### src/rtl/agc_timepulse_gen_if.sv
`default_nettype none
// ============================================================================
// Module   : agc_timepulse_gen_if
// Brief    : Request/strobe bundle between the AGC timing generator and its
//            surroundings; "slave" is the generator side.
// Revision : 1.0
// ============================================================================
interface agc_timepulse_gen_if #(
    parameter int NT = 12,
    parameter int TW = 4
);
    logic          GOJ1;
    logic          STRT1;
    logic          STRT2;
    logic          SBY;
    logic          MSTP;
    logic          MSTRTP;
    logic [1:0]    WL_OVF;
    logic [3:0]    PHS;
    logic          RT;
    logic          WT;
    logic          CT;
    logic [NT-1:0] T;
    logic [TW-1:0] TNUM;
    logic          GOJAM;
    logic          STOP;
    logic          TIMR;
    logic          OVF_n;
    logic          UNF_n;

    modport master (
        output GOJ1, STRT1, STRT2, SBY, MSTP, MSTRTP, WL_OVF,
        input  PHS, RT, WT, CT, T, TNUM, GOJAM, STOP, TIMR, OVF_n, UNF_n
    );

    modport slave (
        input  GOJ1, STRT1, STRT2, SBY, MSTP, MSTRTP, WL_OVF,
        output PHS, RT, WT, CT, T, TNUM, GOJAM, STOP, TIMR, OVF_n, UNF_n
    );
endinterface
`default_nettype wire

### src/rtl/agc_timepulse_gen.sv
`default_nettype none
// ============================================================================
// Module   : agc_timepulse_gen
// Brief    : AGC clock-phase / time-pulse sequencer with restart (GOJAM),
//            monitor stop/step, standby freeze and overflow strobe.
// Revision : 1.0
// ============================================================================
module agc_timepulse_gen #(
    parameter int DIV = 2,
    parameter int NT  = 12,
    parameter int TW  = 4
) (
    input  logic               SIM_CLK,
    input  logic               SIM_RST,
    agc_timepulse_gen_if.slave bus
);

    localparam int            DW       = (DIV > 1) ? $clog2(DIV) : 1;
    localparam logic [DW-1:0] DIV_LAST = DW'(DIV - 1);
    localparam logic [TW-1:0] TN_LAST  = TW'(NT);
    localparam logic [TW-1:0] TN_FIRST = TW'(1);

    localparam logic [0:0] ST_RUN  = 1'b0;
    localparam logic [0:0] ST_HALT = 1'b1;

    logic [0:0]    r_state;
    logic [DW-1:0] r_div;
    logic [1:0]    r_phase;
    logic [TW-1:0] r_tnum;
    logic          r_gojam;
    logic          r_pend;
    logic          r_timr;
    logic          r_ovf_n;
    logic          r_unf_n;
    logic          r_mstrtp_q;
    logic          r_step;

    logic          w_req;
    logic          w_run;
    logic          w_tick;
    logic          w_pulse_end;
    logic          w_step_edge;
    logic          w_wake;
    logic          w_consume;
    logic [3:0]    w_phs;
    logic [NT-1:0] w_t;

    assign w_req       = bus.GOJ1 | bus.STRT1 | bus.STRT2;
    assign w_run       = (r_state == ST_RUN) && !bus.SBY;
    assign w_tick      = w_run && (r_div == DIV_LAST);
    assign w_pulse_end = w_tick && (r_phase == 2'd3);
    assign w_step_edge = bus.MSTRTP && !r_mstrtp_q;
    // A step edge seen during standby is latched in r_step and acted on later.
    assign w_wake      = (r_state == ST_HALT) && !bus.SBY &&
                         (r_pend || !bus.MSTP || r_step || w_step_edge);
    assign w_consume   = r_pend && (w_pulse_end || w_wake);

    always_ff @(posedge SIM_CLK) begin
        if (SIM_RST) begin
            r_state    <= ST_RUN;
            r_div      <= '0;
            r_phase    <= 2'd0;
            r_tnum     <= TN_LAST;
            r_gojam    <= 1'b1;
            r_pend     <= 1'b0;
            r_timr     <= 1'b0;
            r_ovf_n    <= 1'b1;
            r_unf_n    <= 1'b1;
            r_mstrtp_q <= 1'b0;
            r_step     <= 1'b0;
        end else begin
            r_mstrtp_q <= bus.MSTRTP;
            r_pend     <= w_req | (r_pend & ~w_consume);
            r_timr     <= w_pulse_end && (r_tnum == TN_LAST);

            if (r_state == ST_HALT) begin
                if (w_wake) begin
                    r_step <= 1'b0;
                end else if (w_step_edge) begin
                    r_step <= 1'b1;
                end
            end

            case (r_state)
                ST_RUN: begin
                    if (w_run) begin
                        r_div <= w_tick ? '0 : r_div + DW'(1);
                        if (w_tick) begin
                            r_phase <= r_phase + 2'd1;
                        end
                        if (w_pulse_end) begin
                            r_ovf_n <= (bus.WL_OVF != 2'b01);
                            r_unf_n <= (bus.WL_OVF != 2'b10);
                            if (r_pend) begin
                                r_tnum  <= TN_LAST;
                                r_gojam <= 1'b1;
                            end else if ((r_tnum == TN_LAST) && bus.MSTP) begin
                                r_state <= ST_HALT;
                                r_gojam <= 1'b0;
                            end else begin
                                r_tnum  <= (r_tnum == TN_LAST) ? TN_FIRST : r_tnum + TW'(1);
                                r_gojam <= 1'b0;
                            end
                        end
                    end
                end
                ST_HALT: begin
                    if (w_wake) begin
                        r_state <= ST_RUN;
                        r_div   <= '0;
                        r_phase <= 2'd0;
                        // A pending restart resumes straight into the GOJAM pulse.
                        r_tnum  <= r_pend ? TN_LAST : TN_FIRST;
                        r_gojam <= r_pend;
                    end
                end
                default: r_state <= ST_RUN;
            endcase
        end
    end

    always_comb begin
        w_phs = '0;
        for (int i = 0; i < 4; i++) begin
            w_phs[i] = (r_state == ST_RUN) && (r_phase == 2'(i));
        end
        w_t = '0;
        for (int i = 0; i < NT; i++) begin
            w_t[i] = (r_tnum == TW'(i + 1));
        end
    end

    assign bus.PHS   = w_phs;
    assign bus.RT    = w_phs[0];
    assign bus.WT    = w_phs[1];
    assign bus.CT    = w_phs[3];
    assign bus.T     = w_t;
    assign bus.TNUM  = r_tnum;
    assign bus.GOJAM = r_gojam;
    assign bus.STOP  = (r_state == ST_HALT);
    assign bus.TIMR  = r_timr;
    assign bus.OVF_n = r_ovf_n;
    assign bus.UNF_n = r_unf_n;

endmodule
`default_nettype wire
### src/flat_wrapper.sv
// flat-port wrapper written by rule: the top's interface ports become plain ports
module agc_timepulse_gen_flat 
#(
    parameter int DIV = 2,
    parameter int NT  = 12,
    parameter int TW  = 4
)
  (SIM_CLK, SIM_RST, bus_GOJ1, bus_STRT1, bus_STRT2, bus_SBY, bus_MSTP, bus_MSTRTP, bus_WL_OVF, bus_PHS, bus_RT, bus_WT, bus_CT, bus_T, bus_TNUM, bus_GOJAM, bus_STOP, bus_TIMR, bus_OVF_n, bus_UNF_n);
  agc_timepulse_gen_if #(.NT(NT), .TW(TW)) bus_i ();
  input  logic SIM_CLK;
  input  logic SIM_RST;
  input wire logic [$bits(bus_i.GOJ1)-1:0] bus_GOJ1;
  input wire logic [$bits(bus_i.STRT1)-1:0] bus_STRT1;
  input wire logic [$bits(bus_i.STRT2)-1:0] bus_STRT2;
  input wire logic [$bits(bus_i.SBY)-1:0] bus_SBY;
  input wire logic [$bits(bus_i.MSTP)-1:0] bus_MSTP;
  input wire logic [$bits(bus_i.MSTRTP)-1:0] bus_MSTRTP;
  input wire logic [$bits(bus_i.WL_OVF)-1:0] bus_WL_OVF;
  output wire logic [$bits(bus_i.PHS)-1:0] bus_PHS;
  output wire logic [$bits(bus_i.RT)-1:0] bus_RT;
  output wire logic [$bits(bus_i.WT)-1:0] bus_WT;
  output wire logic [$bits(bus_i.CT)-1:0] bus_CT;
  output wire logic [$bits(bus_i.T)-1:0] bus_T;
  output wire logic [$bits(bus_i.TNUM)-1:0] bus_TNUM;
  output wire logic [$bits(bus_i.GOJAM)-1:0] bus_GOJAM;
  output wire logic [$bits(bus_i.STOP)-1:0] bus_STOP;
  output wire logic [$bits(bus_i.TIMR)-1:0] bus_TIMR;
  output wire logic [$bits(bus_i.OVF_n)-1:0] bus_OVF_n;
  output wire logic [$bits(bus_i.UNF_n)-1:0] bus_UNF_n;
  assign bus_i.GOJ1 = bus_GOJ1;
  assign bus_i.STRT1 = bus_STRT1;
  assign bus_i.STRT2 = bus_STRT2;
  assign bus_i.SBY = bus_SBY;
  assign bus_i.MSTP = bus_MSTP;
  assign bus_i.MSTRTP = bus_MSTRTP;
  assign bus_i.WL_OVF = bus_WL_OVF;
  assign bus_PHS = bus_i.PHS;
  assign bus_RT = bus_i.RT;
  assign bus_WT = bus_i.WT;
  assign bus_CT = bus_i.CT;
  assign bus_T = bus_i.T;
  assign bus_TNUM = bus_i.TNUM;
  assign bus_GOJAM = bus_i.GOJAM;
  assign bus_STOP = bus_i.STOP;
  assign bus_TIMR = bus_i.TIMR;
  assign bus_OVF_n = bus_i.OVF_n;
  assign bus_UNF_n = bus_i.UNF_n;
  agc_timepulse_gen #(.DIV(DIV), .NT(NT), .TW(TW)) u_core (.SIM_CLK(SIM_CLK), .SIM_RST(SIM_RST), .bus(bus_i));
endmodule
### config.mk
export PLATFORM = sky130hd
export DESIGN_NAME = agc_timepulse_gen_flat
export DESIGN_NICKNAME = d
export VERILOG_FILES = /design/src/rtl/agc_timepulse_gen_if.sv /design/src/rtl/agc_timepulse_gen.sv /design/src/flat_wrapper.sv
export SDC_FILE = /design/constraint.sdc
export NUM_CORES = 1
export LEC_CHECK = 0
export ABC_AREA = 0
export CAP_MARGIN = 10
export CORE_MARGIN = 5
export CORE_UTILIZATION = 48
export CTS_BUF_LIST = sky130_fd_sc_hd__clkbuf_4 sky130_fd_sc_hd__clkbuf_8
export CTS_CLUSTER_DIAMETER = 80
export CTS_CLUSTER_SIZE = 24
export DETAILED_ROUTE_END_ITERATION = 10
export GPL_TIMING_DRIVEN = 0
export PLACE_DENSITY = 0.85
export SETUP_SLACK_MARGIN = 0.02
export SYNTH_ARGS = -nofsm -noshare
export SYNTH_HDL_FRONTEND = slang
export SYNTH_SLANG_ARGS = --single-unit
### constraint.sdc
create_clock -name SIM_CLK -period 3.7 [get_ports SIM_CLK]
set_input_delay 1.11 -clock SIM_CLK [delete_from_list [all_inputs] [get_ports SIM_CLK]]
set_output_delay 1.11 -clock SIM_CLK [all_outputs]
set_load 0.01 [all_outputs]
[Word level (Yosys, flattened, before mapping)]
Index checks and enable logic that the tools add are counted.
Operators by class
  bitwise operators: 6
  add/sub/neg operators: 3
  reduce and logical (&&, ||, !) cells: 28
  equality and inequality tests: 22
  multiplexer cells: 29
Operator list (number)
  4-bit 2-to-1 mux: 7
  4-bit == test, second input constant: 5
  4-bit by 3-bit == test with 1-bit output, second input constant: 4
  1-bit 2-to-1 mux: 14
  1-bit logical AND: 13
  3-bit AND reduction: 3
  4-bit by 2-bit == test with 1-bit output, second input constant: 2
  2-bit by 1-bit inequality test with 1-bit output, second input constant: 4
  4-bit one-hot mux with 2 select lines: 1
  2-bit 2-to-1 mux: 3
  1-bit one-hot mux with 2 select lines: 3
  4-bit by 1-bit adder with 4-bit output, second input constant: 1
  2-bit == test, second input constant: 2
  4-bit by 1-bit == test with 1-bit output, second input constant: 1
  1-bit logical OR: 4
  2-bit inequality test, second input constant: 2
  2-bit one-hot mux with 2 select lines: 1
  2-bit AND reduction: 2
  4-bit AND reduction: 1
  1-bit zero test: 3
  3-bit by 2-bit inequality test with 1-bit output, second input constant: 1
  1-bit bitwise OR: 3
  2-bit by 1-bit adder with 2-bit output, second input constant: 1
  2-bit by 1-bit == test with 1-bit output, second input constant: 1
  5 further kinds: 6
Word-level totals
  output and inout bits: 28
  input bits: 10
  flip-flop bits (word level): 15
  logic and storage cells: 99

[Depth between registers and ports, before layout]
Gate-level depths: netlist of the first run.
  depth after elaboration: 10
  mapped depth: 7
  depth with buffers taken out: 7

[Worst setup path before layout of the first run]
Ideal clock, no wire load.
  kind: input port to flip-flop
  from: in bus_SBY
  to: reg u_core.r_tnum[1] (netlist: u_core.bus.TNUM[1])
  data arrival time: 2.140 ns
  library setup time: 0.071 ns
  data required time: 3.629 ns
  setup slack: 1.490 ns
  buffers on the path: 0
  stages on the path: 4
  cells stage by stage: and4bb_4 > o21ai_4 > or4b_1 > a21oi_1
On the way
  longest elaborated chain between the ends: 6
  elaborated cells on any way between the ends: 10
  classes of those cells: eq/ne (3); reduce/logical (7)
RTL lines
  start, declared: RTL line flat_wrapper.sv:15  | input wire logic [$bits(bus_i.SBY)-1:0] bus_SBY;
  1-bit zero test *: RTL line agc_timepulse_gen.sv:49, agc_timepulse_gen.sv:54
  1-bit logical AND: RTL line agc_timepulse_gen.sv:49  | assign w_run = (r_state == ST_RUN) && !bus.SBY;
  1-bit logical AND: RTL line agc_timepulse_gen.sv:50  | assign w_tick = w_run && (r_div == DIV_LAST);
  1-bit logical AND: RTL line agc_timepulse_gen.sv:51  | assign w_pulse_end = w_tick && (r_phase == 2'd3);
  2-bit by 1-bit inequality test with 1-bit output (no line)
  4-bit AND reduction (no line) *
  end signal, assigned: RTL line agc_timepulse_gen.sv:101  | r_tnum <= (r_tnum == TN_LAST) ? TN_FIRST : r_tnum + TW'(1);
  end signal, assigned: RTL line agc_timepulse_gen.sv:113  | r_tnum <= r_pend ? TN_LAST : TN_FIRST;
  end, declared: RTL line agc_timepulse_gen.sv:29  | logic [TW-1:0] r_tnum;
Every way passes the cells marked *; elsewhere a longest branch is shown, timed or not.
A chain may end at the register's enable or synchronous reset.

[Worst setup path in the final report of the first run]
  from: reg u_core.r_tnum[0] (netlist: u_core.bus.TNUM[0])
  to: out bus_T[11]
On the way
  longest elaborated chain between the ends: 1
RTL lines
  4-bit == test: RTL line agc_timepulse_gen.sv:129  | w_t[i] = (r_tnum == TW'(i + 1));
  end, declared: RTL line flat_wrapper.sv:23  | output wire logic [$bits(bus_i.T)-1:0] bus_T;
No other way between the ends.

==> flow_summary_export.csv, run 1 <==
group,metric,value,unit
sta,post-route-period-util,0.815,
finish,antennaDiodeCount,0,
floorplanning,die_h,54.8,um
finish,instances_no_fill,180,
sta,slew_viol_final,0,
yosys,synth_edf_count,0,
sta,hold_ws,0.501,ns
routing,routed_wirelength,2.48,mm
finish,fin_nets,172,
sta,rsz0062_at_grt,"no",
yosys,ys_top_cells_by_area,"dfxtp_1, ha_1, and2_1",
routing,via_per_inst,5.48,
worst_setup_path,critPathRequiredTime,2.59,ns
floorplanning,die_x,54.8,um
place,gp_congestion,0.811,
sta,fin_ws,0.686,ns
sta,max_freq,332,MHz
routing,drtIter0Drc,26,
sta,tightest_slew,0.556,ns
worst_setup_path,r2r-end,"u_core.bus.TNUM[1]",
yosys,syn_avg_cell_area,8.60,um2
floorplanning,coreArea,1940,um2
global_routing,top_usage_layer,"met2",
yosys,ys_seq_elements,15,
worst_setup_path,r2r_start,"u_core.bus.TNUM[0]",
routing,num_vias,986,
power_and_ir_drop,p_total,318,uW
global_routing,grt_pass1_vias,983,
run,drv_cap,0,
global_routing,met2_usage,0.370,
finish,drive_above_1_share,0.0784,
cts,cts_made_buffers,3,
cts,root_buffer,"clkbuf_4",
yosys,synth_top_cell_by_area,"dfxtp_1",
global_routing,grt_max_degree,11,
power_and_ir_drop,leakagePower,0.525,nW
power_and_ir_drop,cellPowerDensity,227,nW/um2
global_routing,grt_util_all_layers,0.196,
yosys,synth_cell_types,31,
global_routing,antenna_found_initial,0,
yosys,synth_async_sr_flop_share,0,
worst_setup_path,reg2reg_slack,1.89,ns
worst_setup_path,crit_path_end,"bus_T[11]",
sta,clock_skew,0.00352,ns
yosys,ys_seq_area_frac,0.312,
yosys,synth_nets,130,
cts,post_cts_buffers,0,
worst_setup_path,startpoint_type,"flop",
routing,ant_nets,0,
floorplanning,start_util,0.496,
worst_setup_path,worst_r2r_path_depth,6,
routing,routedWlPerCell,13.8,um
worst_setup_path,critPathLaunch,"u_core.bus.TNUM[0]",
routing,dr.pass1.iters,4,
place,port_buffers,37,
power_and_ir_drop,peakVddDrop,0.231,mV
global_routing,gr-usage-met1,0.198,
floorplanning,ios,38,
global_routing,grt_pass1_wl,4.23,mm
yosys,syn_inst,112,
worst_setup_path,end_kind,"output port",
place,hpwlAfterDp,2.02,mm
global_routing,grt_overflow,0,
cts,cts-resized-gates,0,
sta,slew_headroom,0.624,
cts,cts_sinks,15,
run_status,status,"complete, no violations",
place,post-place-ws,0.894,ns
finish,areaGrowthSynthToFinish,45.1,%
routing,drc,0,
cts,cts_tree,"yes",
floorplanning,die-area,3000,um2
cts,clk-insertion-delay-late,0.29,ns
cts,h-tree-depth,1,
cts,path_clk_slew,0.08,ns
sta,min_period,3.01,ns
worst_setup_path,crit_type,"reg -> out",
global_routing,met3_usage,0.0300,
floorplanning,num_rows,16,
worst_hold_path,worstHoldPathType,"reg -> reg",
yosys,synth_top_area_share,0.312,
cts,cts_buffer_depth,2,
yosys,syn-cell-area,963,um2
cts,postCtsHoldBufs,0,
yosys,ys.flop_type,"dfxtp_1",
yosys,synth_common_cells,"dfxtp_1, and2_1, ha_1, inv_1, nor2b_1",
sta,hold_violations,0,
worst_setup_path,cp.arrival,1.90,ns
yosys,ys_warn_count,0,
worst_setup_path,crit_fanout,7,
yosys,yosysMostFrequentCell,"dfxtp_1",
place,dp_cells,176,
sta,setup-tns-final,0,ns
sta,setup_viol_count_final,0,
final cells by class:
| type | instances | area [um2] |
|---|---|---|
| buffer | 5 | 30.0 |
| clock buffer | 4 | 30.0 |
| fill | 165 | 544 |
| inverter | 8 | 30.0 |
| multi-input combinational | 84 | 603 |
| sequential | 15 | 300 |
| tap | 27 | 33.8 |
| timing repair buffer | 37 | 370 |
where the power goes:
group / internal, mW / switching [mW]
Clock: 0.0493 / 0.0522
Sequential: 0.165 / 0.00480
Combinational: 0.0273 / 0.0196
cells in the final DEF, fill, tap and decap left out, drive strengths merged:
master and instances:
or4b 1, a31oi 2, inv 8, nand4b 1, a21oi 7, nand3b 3
a21o 1, clkbuf 6, and2 12, a211o 2, ha 8, and4bb 1
o21ai 6, nor3 4, nor2 7, clkdlybuf4s50 37, buf 3, a22oi 2
nor2b 8, a2bb2oi 1, nand2 3, a311oi 1, nand2b 1, o311ai 1
dfxtp 15, a2111oi 1, o311a 1, nand3 7, o41ai 1, or3b 1
o32a 1
per-stage QoR:
step,util,instance area (um2)
final,0.720,1400
after global routing,0.720,1400
after detailed placement,0.704,1370
after global placement,0.704,1370
after CTS,0.720,1400
after floorplan,-,963
logic make-up (layout without fill, tap and decap cells):
family,after synthesis,in the layout,synth area share
fa+ha+maj,8,8,0.104
buf+inv,13,54,0.0623
flops,15,15,0.312
compound gates,27,27,0.218
simple gates,49,49,0.304
critical path, cell delays in order (launching register included):
cell	delay, ns
dfxtp_1	0.38
inv_1	0.13
ha_1	0.25
nand3_1	0.18
inv_1	0.13
clkdlybuf4s50_1	0.55
how the worst min path moves through the flow:
stage / to / depth (start not counted) / from
6_report: u_core.bus.GOJAM / 2 / u_core.bus.GOJAM
5_1_grt: u_core.bus.GOJAM / 2 / u_core.bus.GOJAM
4_1_cts: u_core.bus.GOJAM / 2 / u_core.bus.GOJAM
3_5_place_dp: u_core.bus.UNF_n / 2 / u_core.bus.UNF_n
3_3_place_gp: u_core.bus.UNF_n / 2 / u_core.bus.UNF_n
2_1_floorplan: u_core.r_pend / 2 / u_core.r_pend
registers in the layout (all words and copies together) (netlist names):
name and cells:
u_core.bus.TNUM 4, u_core.r_phase 2, u_core.bus.GOJAM 1, u_core.bus.OVF_n 1
u_core.bus.STOP 1, u_core.bus.TIMR 1, u_core.bus.UNF_n 1, u_core.r_div 1
u_core.r_mstrtp_q 1, u_core.r_pend 1, u_core.r_step 1
metal layers:
metal / share of wire / wire, um
met5: 0 / 0
met4: 0.030 / 74
met2: 0.50 / 1250
met1: 0.38 / 943
met3: 0.085 / 211
Note: power is estimated with default switching activity, not from simulation.
==> run 2: changes to the inputs <==
--- a/config.mk
+++ b/config.mk
@@ -8,13 +8,13 @@
 export ABC_AREA = 0
 export CAP_MARGIN = 10
 export CORE_MARGIN = 5
-export CORE_UTILIZATION = 48
+export CORE_UTILIZATION = 44
 export CTS_BUF_LIST = sky130_fd_sc_hd__clkbuf_4 sky130_fd_sc_hd__clkbuf_8
 export CTS_CLUSTER_DIAMETER = 80
 export CTS_CLUSTER_SIZE = 24
 export DETAILED_ROUTE_END_ITERATION = 10
 export GPL_TIMING_DRIVEN = 0
-export PLACE_DENSITY = 0.85
+export PLACE_DENSITY = 0.79
 export SETUP_SLACK_MARGIN = 0.02
 export SYNTH_ARGS = -nofsm -noshare
 export SYNTH_HDL_FRONTEND = slang
==> constraint.sdc (replaced) <==
create_clock -name SIM_CLK -period 3.07 [get_ports SIM_CLK]
set_input_delay 0.921 -clock SIM_CLK [delete_from_list [all_inputs] [get_ports SIM_CLK]]
set_output_delay 0.921 -clock SIM_CLK [all_outputs]
set_load 0.01 [all_outputs]
==> flow_summary_export.csv, run 2 (synthesis gave the netlist of run 1 again) <==
group,metric,value,unit
run_status,status,"complete, no violations",
routing,ant_nets,0,
routing,dr.pass1.iters,4,
floorplanning,coreArea,2150,um2
floorplanning,ios,38,
power_and_ir_drop,leakagePower,0.525,nW
sta,min_period,2.84,ns
cts,cts_tree,"yes",
sta,post-route-period-util,0.925,
routing,num_vias,954,
worst_setup_path,startpoint_type,"flop",
place,hpwlAfterDp,1.93,mm
cts,post_cts_buffers,0,
power_and_ir_drop,cellPowerDensity,272,nW/um2
global_routing,grt_pass1_wl,3.78,mm
cts,postCtsHoldBufs,0,
global_routing,grt_pass1_vias,880,
sta,setup_viol_count_final,0,
sta,slew_headroom,0.605,
global_routing,grt_util_all_layers,0.147,
finish,fin_area,1400,um2
sta,setup-tns-final,0,ns
power_and_ir_drop,peakVddDrop,0.395,mV
finish,antennaDiodeCount,0,
worst_setup_path,critPathRequiredTime,2.15,ns
run,drv_cap,0,
global_routing,grt_max_degree,11,
cts,cts_made_buffers,3,
place,port_buffers,37,
routing,via_per_inst,5.27,
finish,final_common_cell,"clkdlybuf4s50_1",
global_routing,antenna_found_initial,0,
routing,routed_wirelength,2.35,mm
cts,h-tree-depth,1,
global_routing,grt_overflow,0,
routing,drtIter0Drc,29,
floorplanning,start_util,0.448,
sta,max_freq,352,MHz
cts,path_clk_slew,0.08,ns
floorplanning,num_rows,17,
finish,drive_above_1_share,0.0784,
sta,slew_viol_final,0,
place,gp_congestion,0.800,
worst_hold_path,worstHoldPathType,"reg -> reg",
worst_setup_path,end_kind,"output port",
sta,hold_ws,0.492,ns
sta,clock_skew,0.00323,ns
finish,final_cell_mix,"clkdlybuf4s50_1, dfxtp_1, and2_1",
cts,root_buffer,"clkbuf_4",
finish,areaGrowthSynthToFinish,45.2,%
worst_setup_path,cp.arrival,1.92,ns
cts,cts-resized-gates,0,
sta,rsz0062_at_grt,"no",
routing,drc,0,
sta,hold_violations,0,
cts,cts_buffer_depth,2,
floorplanning,die_x,56.8,um
sta,tightest_slew,0.584,ns
worst_setup_path,crit_type,"reg -> out",
finish,fin_nets,172,
floorplanning,die_h,56.8,um
cts,cts_sinks,15,
worst_setup_path,crit_fanout,10,
floorplanning,die-area,3230,um2
cts,clk-insertion-delay-late,0.28,ns
place,dpl_cell_area,1370,um2
finish,fin_util,0.651,
routing,routedWlPerCell,13.0,um
finish,largest_register_ffs,4,
[run 2: cell counts in the layout (fill, tap and decap cells not counted)]
Identical to the previous run, type by type.
[run 2: cell type report]
| cell class | instances | area (um2) |
|---|---|---|
| repair buffers | 37 | 370 |
| plain buffers | 5 | 30.0 |
| fillers | 202 | 749 |
| multi-input cells | 84 | 603 |
| well taps | 28 | 35.0 |
| flip-flops and latches | 15 | 300 |
| clock buffers | 4 | 30.0 |
| inverters | 8 | 30.0 |
[run 2: worst paths after layout]
path                                          from                  to  slack, ns  cells after the start
worst min-delay path              u_core.bus.GOJAM    u_core.bus.GOJAM       0.49                      2
worst max register to register  u_core.bus.TNUM[0]  u_core.bus.TNUM[1]       1.26                      6
worst max-delay path               u_core.bus.STOP          bus_PHS[1]       0.23                      4
worst min register to register    u_core.bus.GOJAM    u_core.bus.GOJAM       0.49                      2
[run 2: power by group]
group          switching, mW  internal (mW)
Combinational         0.0241         0.0329
Sequential           0.00571          0.199
Clock                 0.0603         0.0593
[run 2: per-stage QoR]
step	cells	setup slack, ns	power, mW
4_1_cts	181	0.205	0.385
5_1_grt	181	0.0915	0.400
3_5_place_dp	177	0.432	0.266
2_1_floorplan	112	1.05	0.235
3_3_place_gp	177	0.470	0.264
6_report	181	0.229	0.381
[run 2: critical path, stage by stage, from the launching register on]
cell	delay, ns
dfxtp_1	0.49
clkbuf_1	0.41
nor2b_1	0.13
buf_4	0.15
clkdlybuf4s50_1	0.46
[run 2: routing by layer]
metal / up-vias / global-route usage / wire [um]
met3: 4 / 0.0552 / 168
met5: - / 0 / 0
met2: 32 / 0.276 / 1240
met1: 437 / 0.146 / 926
li1: 481 / - / -
met4: 0 / 0.0497 / 25
==> run 3: changes to the inputs <==
--- a/config.mk
+++ b/config.mk
@@ -7,7 +7,7 @@
 export LEC_CHECK = 0
 export ABC_AREA = 0
 export CAP_MARGIN = 10
-export CORE_MARGIN = 5
+export CORE_MARGIN = 3
 export CORE_UTILIZATION = 44
 export CTS_BUF_LIST = sky130_fd_sc_hd__clkbuf_4 sky130_fd_sc_hd__clkbuf_8
 export CTS_CLUSTER_DIAMETER = 80
@@ -15,6 +15,7 @@
 export DETAILED_ROUTE_END_ITERATION = 10
 export GPL_TIMING_DRIVEN = 0
 export PLACE_DENSITY = 0.79
+export REMOVE_ABC_BUFFERS = 1
 export SETUP_SLACK_MARGIN = 0.02
 export SYNTH_ARGS = -nofsm -noshare
 export SYNTH_HDL_FRONTEND = slang
==> flow_summary_export.csv, run 3 (synthesis gave the netlist of run 1 again) <==
group,metric,value,unit
floorplanning,coreArea,2020,um2
worst_setup_path,critPathLaunch,"u_core.bus.TNUM[0]",
finish,fillCellCount,176,
cts,root_buffer,"clkbuf_4",
place,hpwlAfterDp,1.63,mm
power_and_ir_drop,peakVddDrop,0.323,mV
power_and_ir_drop,comb_power_share,0.141,
power_and_ir_drop,switchingPower,92.5,uW
worst_setup_path,r2r_start,"u_core.bus.STOP",
finish,seqCellArea,300,um2
sta,setup-tns-final,0,ns
cts,cts_sinks,15,
routing,routedWlPerCell,12.1,um
cts,cts-resized-gates,0,
sta,slew_headroom,0.620,
global_routing,grt_pass1_vias,789,
worst_hold_path,worstHoldPathType,"reg -> reg",
power_and_ir_drop,netSwitchingFraction,0.251,
routing,via_per_inst,5.17,
worst_hold_path,hold-path-endpoint,"u_core.bus.GOJAM",
global_routing,grt_pass1_wl,3.42,mm
global_routing,grt_util_all_layers,0.164,
finish,final_cell_mix,"clkdlybuf4s50_1, dfxtp_1, and2_1",
worst_setup_path,end_kind,"output port",
cts,cts_made_buffers,3,
sta,post-route-period-util,0.928,
cts,cts_buffer_depth,2,
floorplanning,die_h,52.8,um
global_routing,grt_overflow,0,
worst_setup_path,crit_fanout,7,
cts,clk-insertion-delay-late,0.29,ns
place,gp_congestion,0.793,
sta,clock_skew,0.00892,ns
worst_setup_path,startpoint_type,"flop",
power_and_ir_drop,pwr-share-clk,0.306,
sta,setup_viol_count_final,0,
global_routing,grt_max_degree,17,
run_status,status,"complete, no violations",
place,port_buffers,37,
worst_setup_path,critPathRequiredTime,2.15,ns
sta,tightest_slew,0.562,ns
sta,max_freq,351,MHz
worst_setup_path,crit_type,"reg -> out",
cts,cts_tree,"yes",
cts,h-tree-depth,1,
finish,areaGrowthSynthToFinish,41.7,%
sta,hold_violations,0,
cts,post_cts_buffers,0,
sta,rsz0062_at_grt,"no",
cts,path_clk_slew,0.09,ns
worst_hold_path,worstHoldPathCells,2,
routing,dr.pass1.iters,4,
floorplanning,num_rows,16,
worst_setup_path,reg2reg_slack,1.21,ns
worst_setup_path,r2r-end,"u_core.r_phase[0]",
worst_setup_path,worst_r2r_path_depth,4,
finish,final_common_cell,"clkdlybuf4s50_1",
power_and_ir_drop,cellPowerDensity,270,nW/um2
finish,fin_util,0.675,
cts,postCtsHoldBufs,0,
finish,multi_input_area,603,um2
floorplanning,die_x,52.8,um
power_and_ir_drop,seqPwrFrac,0.553,
run,drv_cap,0,
routing,ant_nets,0,
floorplanning,ios,38,
routing,num_vias,904,
sta,min_period,2.85,ns
worst_hold_path,hp-start,"u_core.bus.GOJAM",
routing,routed_wirelength,2.11,mm
power_and_ir_drop,intPower,277,uW
floorplanning,start_util,0.476,
sta,slew_viol_final,0,
worst_setup_path,cp.arrival,1.93,ns
power_and_ir_drop,leakagePower,0.507,nW
finish,antennaDiodeCount,0,
finish,largest_register_ffs,4,
routing,drc,0,
finish,fin_nets,167,
routing,drtIter0Drc,11,
floorplanning,die-area,2790,um2
global_routing,antenna_found_initial,0,
finish,drive_above_1_share,0.0608,
## run 3: changes by cell type in the layout (fill, tap and decap cells not counted)
cell / before / now
buf_4: 3 / 0
clkbuf_1: 2 / 0
clkinv_2: 0 / 1
clkbuf_4: 4 / 3
## run 3: worst max path at each step
stage	slack [ns]	depth (start not counted)	endpoint
global placement	0.47	5	u_core.bus.TNUM[1]
finish	0.22	5	bus_T[11]
floorplan	1.05	4	u_core.bus.TNUM[1]
detailed placement	0.46	5	u_core.bus.TNUM[1]
CTS	0.22	5	bus_T[11]
global route	0.09	5	bus_T[11]
## run 3: layer usage
layer  part of all wire  wire [um]  global-route usage
met1               0.45        952               0.201
met2               0.47        995               0.273
met3              0.064        136              0.0313
met4              0.012         25              0.0766
met5                  0          0                   0
## run 3: layout make-up
type,count,area share
flip-flops and latches,15,0.220
repair buffers,37,0.271
inverters,8,0.0220
multi-input cells,84,0.442
well taps,27,0.0247
clock inverters,1,0.00367
clock buffers,3,0.0165
## run 3: worst max-delay path, stage by stage, from the launching register on
cell             delay [ns]
dfxtp_1                0.38
inv_1                  0.12
ha_1                   0.25
nand3_1                0.18
inv_1                  0.15
clkdlybuf4s50_1        0.56
## run 3: power by group through the flow
stage / clock, mW / combinational, mW / sequential, mW
final: 0.113 / 0.0522 / 0.204
after detailed placement: 0 / 0.0524 / 0.209
after floorplan: 0 / 0.0235 / 0.207
after CTS: 0.116 / 0.0527 / 0.204
after global placement: 0 / 0.0512 / 0.208
after global routing: 0.122 / 0.0567 / 0.205
## run 3: stage by stage
| stage | hold slack (ns) | setup WS (ns) | area [um2] | total power [mW] | instances |
|---|---|---|---|---|---|
| after global routing | 0.513 | 0.0932 | 1370 | 0.384 | 175 |
| final | 0.495 | 0.222 | 1370 | 0.369 | 175 |
| after floorplan | 0.490 | 1.05 | 933 | 0.230 | 107 |
| after global placement | 0.475 | 0.470 | 1340 | 0.259 | 171 |
| after detailed placement | 0.476 | 0.460 | 1340 | 0.261 | 171 |
| after CTS | 0.496 | 0.222 | 1370 | 0.373 | 175 |
